## config.mk

```make
export PLATFORM = sky130hd
export DESIGN_NAME = step_seq
export DESIGN_NICKNAME = d
export VERILOG_FILES = /design/src/rtl/step_seq.sv
export SDC_FILE = /design/constraint.sdc
export NUM_CORES = 1
export LEC_CHECK = 0
export CAP_MARGIN = 0
export CELL_PAD_IN_SITES_DETAIL_PLACEMENT = 0
export CELL_PAD_IN_SITES_GLOBAL_PLACEMENT = 1
export CORE_MARGIN = 8
export CORE_UTILIZATION = 35
export CTS_CLUSTER_SIZE = 14
export DETAILED_ROUTE_END_ITERATION = 12
export GPL_TIMING_DRIVEN = 0
export PLACE_DENSITY_LB_ADDON = 0.1
export SYNTH_ARGS = -nofsm -noshare
export SYNTH_HDL_FRONTEND = slang
export SYNTH_SLANG_ARGS = --single-unit
```

## constraint.sdc

```tcl
create_clock -name clk -period 2.36 [get_ports clk]
set_clock_uncertainty 0.1 [all_clocks]
set_input_delay 0.236 -clock clk [delete_from_list [all_inputs] [get_ports clk]]
set_output_delay 0.236 -clock clk [all_outputs]
set_load 0.01 [all_outputs]
```

## src/rtl/step_seq.sv

```systemverilog
// Arithmetic-sequence source: takes a start value and beat count, then emits
// start+step, start+2*step, ... modulo 2^width, one beat per downstream handshake.
module step_seq #(
  parameter int width = 8,
  parameter int step  = 1,
  parameter int lenw  = 4
) (
  input  logic             clk,
  input  logic             rst_n,
  input  logic             in_valid,
  output logic             in_ready,
  input  logic [width-1:0] in,
  input  logic [lenw-1:0]  len,
  output logic             out_valid,
  input  logic             out_ready,
  output logic [width-1:0] out,
  output logic             last,
  output logic             carry,
  output logic             busy
);

  typedef enum logic {IDLE, RUN} state_t;

  localparam logic [width-1:0] STEP_T = width'(step);

  // Sum carried at width+1 bits: low bits are the beat value, MSB is the carry.
  function automatic logic [width:0] add_step(input logic [width-1:0] a);
    return {1'b0, a} + {1'b0, STEP_T};
  endfunction

  state_t            state_q, state_d;
  logic [width-1:0]  out_q, out_d;
  logic              carry_q, carry_d;
  logic              last_q, last_d;
  logic              vld_q, vld_d;
  logic [lenw-1:0]   rem_q, rem_d;
  logic [width:0]    sum_in, sum_out;

  assign sum_in  = add_step(in);
  assign sum_out = add_step(out_q);

  always_comb begin
    state_d = state_q;
    out_d   = out_q;
    carry_d = carry_q;
    last_d  = last_q;
    vld_d   = vld_q;
    rem_d   = rem_q;
    case (state_q)
      IDLE: begin
        // A zero-length request is consumed without leaving IDLE.
        if (in_valid && (len != '0)) begin
          out_d   = sum_in[width-1:0];
          carry_d = sum_in[width];
          rem_d   = len;
          vld_d   = 1'b1;
          last_d  = (len == lenw'(1));
          state_d = RUN;
        end
      end
      RUN: begin
        if (vld_q && out_ready) begin
          if (rem_q > lenw'(1)) begin
            out_d   = sum_out[width-1:0];
            carry_d = sum_out[width];
            rem_d   = rem_q - lenw'(1);
            last_d  = (rem_q == lenw'(2));
          end else begin
            // Final beat taken: out keeps its last value.
            vld_d   = 1'b0;
            last_d  = 1'b0;
            carry_d = 1'b0;
            rem_d   = '0;
            state_d = IDLE;
          end
        end
      end
      default: state_d = IDLE;
    endcase
  end

  always_ff @(posedge clk) begin
    if (!rst_n) begin
      state_q <= IDLE;
      out_q   <= '0;
      carry_q <= 1'b0;
      last_q  <= 1'b0;
      vld_q   <= 1'b0;
      rem_q   <= '0;
    end else begin
      state_q <= state_d;
      out_q   <= out_d;
      carry_q <= carry_d;
      last_q  <= last_d;
      vld_q   <= vld_d;
      rem_q   <= rem_d;
    end
  end

  assign in_ready  = (state_q == IDLE);
  assign busy      = (state_q == RUN);
  assign out_valid = vld_q;
  assign out       = out_q;
  assign last      = last_q;
  assign carry     = carry_q;

endmodule

```

======== Yosys cells after proc, flatten, opt, wreduce, memory -nomap -nowiden ========
Index checks and enable logic that the tools add are counted.
storage, ports and cells
  output and inout bits ................... 13
  bits in registers ....................... 16
  word-level logic and storage cells ...... 47
  input bits .............................. 16
operators by class
  equal/unequal tests ..................... 6
  $lt $le $gt $ge ......................... 1
  multiplexer cells ....................... 24
  reduce and logical (&&, ||, !) cells .... 6
  bitwise operators ....................... 1
  $add $sub $neg .......................... 3
operator list
  cell                 count
  $mux 8               3
  $add 8x1->9 const B  2
  $pmux 8 s2           1
  $mux 1               12
  $mux 4               3
  $pmux 1 s2           4
  $pmux 4 s2           1
  $ne 2x1->1 const B   3
  $reduce_and 3->1     2
  $eq 4x1->1 const B   1
  $eq 4x2->1 const B   1
  $gt 4x1->1 const B   1
  $reduce_bool 4->1    1
  $sub 4x1->4 const B  1
  $logic_and 1x1->1    2
  $ne 2x2->1 const B   1
  $reduce_and 2->1     1
  $not 1->1            1

======== Depth between registers and ports, before layout ========
  word-level depth ........................ 4
  mapped depth ............................ 6
  gate-level depth less buffers ........... 6

======== Least setup slack after synthesis ========
OpenSTA, ideal clock, no wires.
  path kind ............................... reg2reg
  from .................................... register rem_q[0]
  to ...................................... register out_q[7], in the netlist out[7]
  arrival ................................. 1521 ps
  required time ........................... 2172 ps
  setup time .............................. 88 ps
  clock period less this slack ............ 1709 ps
  setup slack ............................. 651 ps
  buffers on the path ..................... 0
  cell stages (with the launch flop) ...... 7
  cells stage by stage .................... dfxtp_1 inv_1 ha_1 or2_1 a21oi_1 o21ai_0 o32ai_2
between the ends
  word-level cells in the longest chain between the ends .. 3
ends and longest elaborated chain
  what                               RTL line  source
  start: declaration                 36        logic [lenw-1:0] rem_q, rem_d;
  start signal: assignment           96        rem_q <= rem_d;
  $gt 4x1->1                         63        if (rem_q > lenw'(1)) begin
  $ne 2x1->1 (no source line)        --
  $reduce_and 3->1 (no source line)  --
  end signal: assignment             92        out_q <= out_d;
  end: declaration                   32        logic [width-1:0] out_q, out_d;
Every way passes these cells.
A chain may end at the register's enable or synchronous reset.

======== Worst setup path after layout ========
  from .................................... register state_q, in the netlist busy
  to ...................................... output in_ready
between the ends
  word-level cells in the longest chain between the ends .. 1
ends and longest elaborated chain
  what                      RTL line  source
  start: declaration        31        state_t state_q, state_d;
  start signal: assignment  91        state_q <= state_d;
  $not 1->1                 --
  end: declaration          11        output logic in_ready,
Every way passes these cells.

==> impl_metrics.csv <==
group,metric,value,unit
routing,firstDrtPassIters,4,
routing,vias,1177,
pwr,pwr-share-seq,41.7,%
min_path,hold_class,"reg -> reg",
routing,wl,3400,um
timing,slew_headroom,64.0,%
die,die_x,72.9,um
die,die_h,72.9,um
pwr,ir_drop,0.241,mV
logic_synthesis,synthFlopType,"dfxtp_1",
critical_path,required,2020,ps
pwr,swShare,33.4,%
critical_path,cp_cell_sequence,"buf_6 > clkinv_1 > buf_2 > clkdlybuf4s50_1",
outcome,outcome,"finished clean",
placed_design,post_dp_cell_area,1470,sq um
finish,n_antenna_cell,0,
critical_path,critPathMaxFanout,10,
critical_path,cpPeakStageDelay,500,ps
clocking,cts_tree,"built",
logic_synthesis,synth_area_leaders,"dfxtp_1 (28%), a21oi_1 (5.7%), ha_1 (5.5%), o21ai_0 (4.4%), nand3_1 (3.1%)",
timing,max_freq,0.443,GHz
die,fp.dieArea,5310,sq um
global_routing,grt_use_met2,20.0,%
clocking,cts.hold.buffers_added,0,
critical_path,crit_arrival,1920,ps
finish,nFillCells,325,
placed_design,hpwlAfterDp,2590,um
logic_synthesis,synth_top_area_share,28.3,%
clocking,clk_pin_slew,110,ps
critical_path,critPathLaunchType,"flip-flop",
pwr,power,787,uW
pwr,pwr-share-comb,33.9,%
timing,hold_ws,430,ps
routing,route.detailed.wl_per_inst,16.2,um
pwr,p_switching,263,uW
logic_synthesis,synth_cells,134,
critical_path,critPathTopFamily,"buffers and inverters",
timing,finalCritPeriodShare,95.7,%
timing,finalCriticalPeriod,2260,ps
finish,drive_gt1_share,10.2,%
clocking,cts-root-buf,"clkbuf_4",
critical_path,slowest_stage,"clkdlybuf4s50_1",
critical_path,path_buf_inv,4,
clocking,numCtsBuffers,3,
logic_synthesis,synth-edff-count,0,
global_routing,grt_max_degree,11,
timing,finalSetupViolations,0,
timing,slew_viol_final,0,
logic_synthesis,synth_nets,155,
global_routing,use_met3,4.53,%
pwr,power.leakage,0.000555,uW
global_routing,grt_usage,13.5,%
logic_synthesis,ys_seq_elements,16,
timing,setup_tns,0,ps
die,coreArea,3080,sq um
critical_path,worstSetupPathType,"reg -> out",
critical_path,reg2reg_slack,350,ps
global_routing,top_usage_layer,"met2",
clocking,clock_sinks,16,
logic_synthesis,synth_top_area_cell,"dfxtp_1",
routing,drc,0,
routing,ant_nets,0,
clocking,cts_buffer_depth,2,
pwr,p_int,525,uW
routing,drt_first_iter_violations,92,
global_routing,grt_pass1_vias,1147,
die,row_count,20,
clocking,h-tree-depth,1,
logic_synthesis,ys_seq_area_share,28.3,%
logic_synthesis,synth_cell_types,45,
placed_design,port_buffers,28,
clocking,cts.repair.resized,0,
flow_run,maxCapViolCount,0,
clocking,post_cts_buffers,0,
finish,fin_area,1500,sq um
timing,worst_slew_pin_slew,534,ps
logic_synthesis,syn_area,1130,sq um
pwr,power.density,524,nW/um^2
placed_design,gp_congestion,0.765,
pwr,clkPwrFrac,24.3,%
timing,rsz0062_at_grt,"no",
global_routing,use_met1,17.7,%
routing,routed_via_density,5.60,
clocking,clkLatencyLatePin,290,ps
logic_synthesis,yosys_warnings,0,
finish,areaGrowthSynthToFinish,32.8,%
die,initial_core_util,36.8,%
finish,nets,188,
critical_path,end_kind,"output port",
die,ios,29,
global_routing,overflow,0,
timing,hold_viol_final,0,
logic_synthesis,async_flop_share,0,%
global_routing,grt_antenna_before_repair,0,
finish,fin_util,48.9,%
global_routing,grt_pass1_wl,5730,um
logic_synthesis,avgSynthCellArea,8.45,sq um
==> registers in the layout, indices dropped and copies added (netlist names) <==
signal and cells:
busy 1, carry 1, out_valid 1, rem_q 4, out 8, last 1
==> cells in the final DEF, fill, tap and decap left out, types with 2 or more instances in the layout <==
cell type / netlist / routed
nand4_1: 2 / 2
a31oi_1: 5 / 5
nand2b_1: 2 / 2
inv_1: 4 / 4
buf_6: 2 / 2
o22ai_1: 2 / 2
or2_1: 2 / 2
a22oi_1: 4 / 4
xor2_1: 3 / 3
o221a_2: 3 / 3
dfxtp_1: 16 / 16
o211ai_1: 3 / 3
o211a_1: 2 / 2
or4_1: 3 / 3
mux2i_1: 2 / 2
o21ai_0: 10 / 10
nor3_1: 4 / 4
a21oi_1: 13 / 13
nand3_1: 7 / 7
nand2_1: 7 / 7
clkbuf_1: 2 / 2
clkdlybuf4s50_1: 0 / 28
nor2_1: 7 / 7
a21boi_0: 2 / 2
and3_1: 2 / 2
ha_1: 5 / 5
clkbuf_4: 0 / 3
==> path summary, 6_finish.rpt <==
| path | from | endpoint | depth (start not counted) |
|---|---|---|---|
| max | busy$_SDFF_PN0_ | in_ready | 4 |
| max reg2reg | rem_q[0]$_SDFFE_PN0P_ | out[7]$_SDFFE_PN0P_ | 6 |
| min reg2reg | out_valid$_SDFFE_PN0P_ | out_valid$_SDFFE_PN0P_ | 2 |
| min | out_valid$_SDFFE_PN0P_ | out_valid$_SDFFE_PN0P_ | 2 |
==> layer usage <==
metal	routed length [um]	vias to the layer above
li1	-	591
met1	1590	538
met2	1460	42
met3	309	6
met4	41	0
met5	0	-
==> worst min-delay path, stage by stage, from the launching register on <==
cell and delay (ps):
dfxtp_1 350, o21ai_0 80, a21oi_1 60
==> cells by family (layout without fill, tap and decap cells) <==
group / count (synthesis) / in the layout / share of synthesized area [%]
mux: 2 / 2 / 1.77
buf+inv: 10 / 42 / 4.75
simple gates: 45 / 45 / 24.8
xor+xnor: 4 / 4 / 3.09
flops: 16 / 16 / 28.3
fa+ha+maj: 5 / 5 / 5.52
compound gates: 52 / 52 / 31.8
==> layout make-up <==
type	count	area, sq um	area share [%]
timing repair buffer	28	280	18.6
inverter	5	18.8	1.25
clock buffer	4	36.3	2.41
tap	44	55.1	3.66
multi-input combinational	108	758	50.4
sequential	16	320	21.3
buffer	5	35.0	2.33
==> power groups by stage <==
| stage | logic, uW | registers, uW | clock network [uW] |
|---|---|---|---|
| floorplan | 142 | 337 | 0 |
| global placement | 266 | 333 | 0 |
| detailed placement | 267 | 334 | 0 |
| CTS | 269 | 328 | 195 |
| global route | 295 | 333 | 201 |
| finish | 267 | 329 | 192 |
==> per-stage QoR <==
step                std cells  setup slack [ps]
floorplan                 134               651
global placement          206               162
detailed placement        206               173
CTS                       210               103
global route              210              6.81
finish                    210               103
==> synthesized netlist by cell type, types with 2 or more instances <==
library cell,instances
o21ai_0,10
inv_1,4
ha_1,5
dfxtp_1,16
o221a_2,3
or4_1,3
buf_6,2
nor3_1,4
nand2b_1,2
and3_1,2
clkbuf_1,2
o211ai_1,3
nand3_1,7
nand4_1,2
a21oi_1,13
o211a_1,2
mux2i_1,2
o22ai_1,2
a21boi_0,2
nor2_1,7
or2_1,2
xor2_1,3
a22oi_1,4
a31oi_1,5
nand2_1,7
Note: power is estimated with default switching activity, not from simulation.
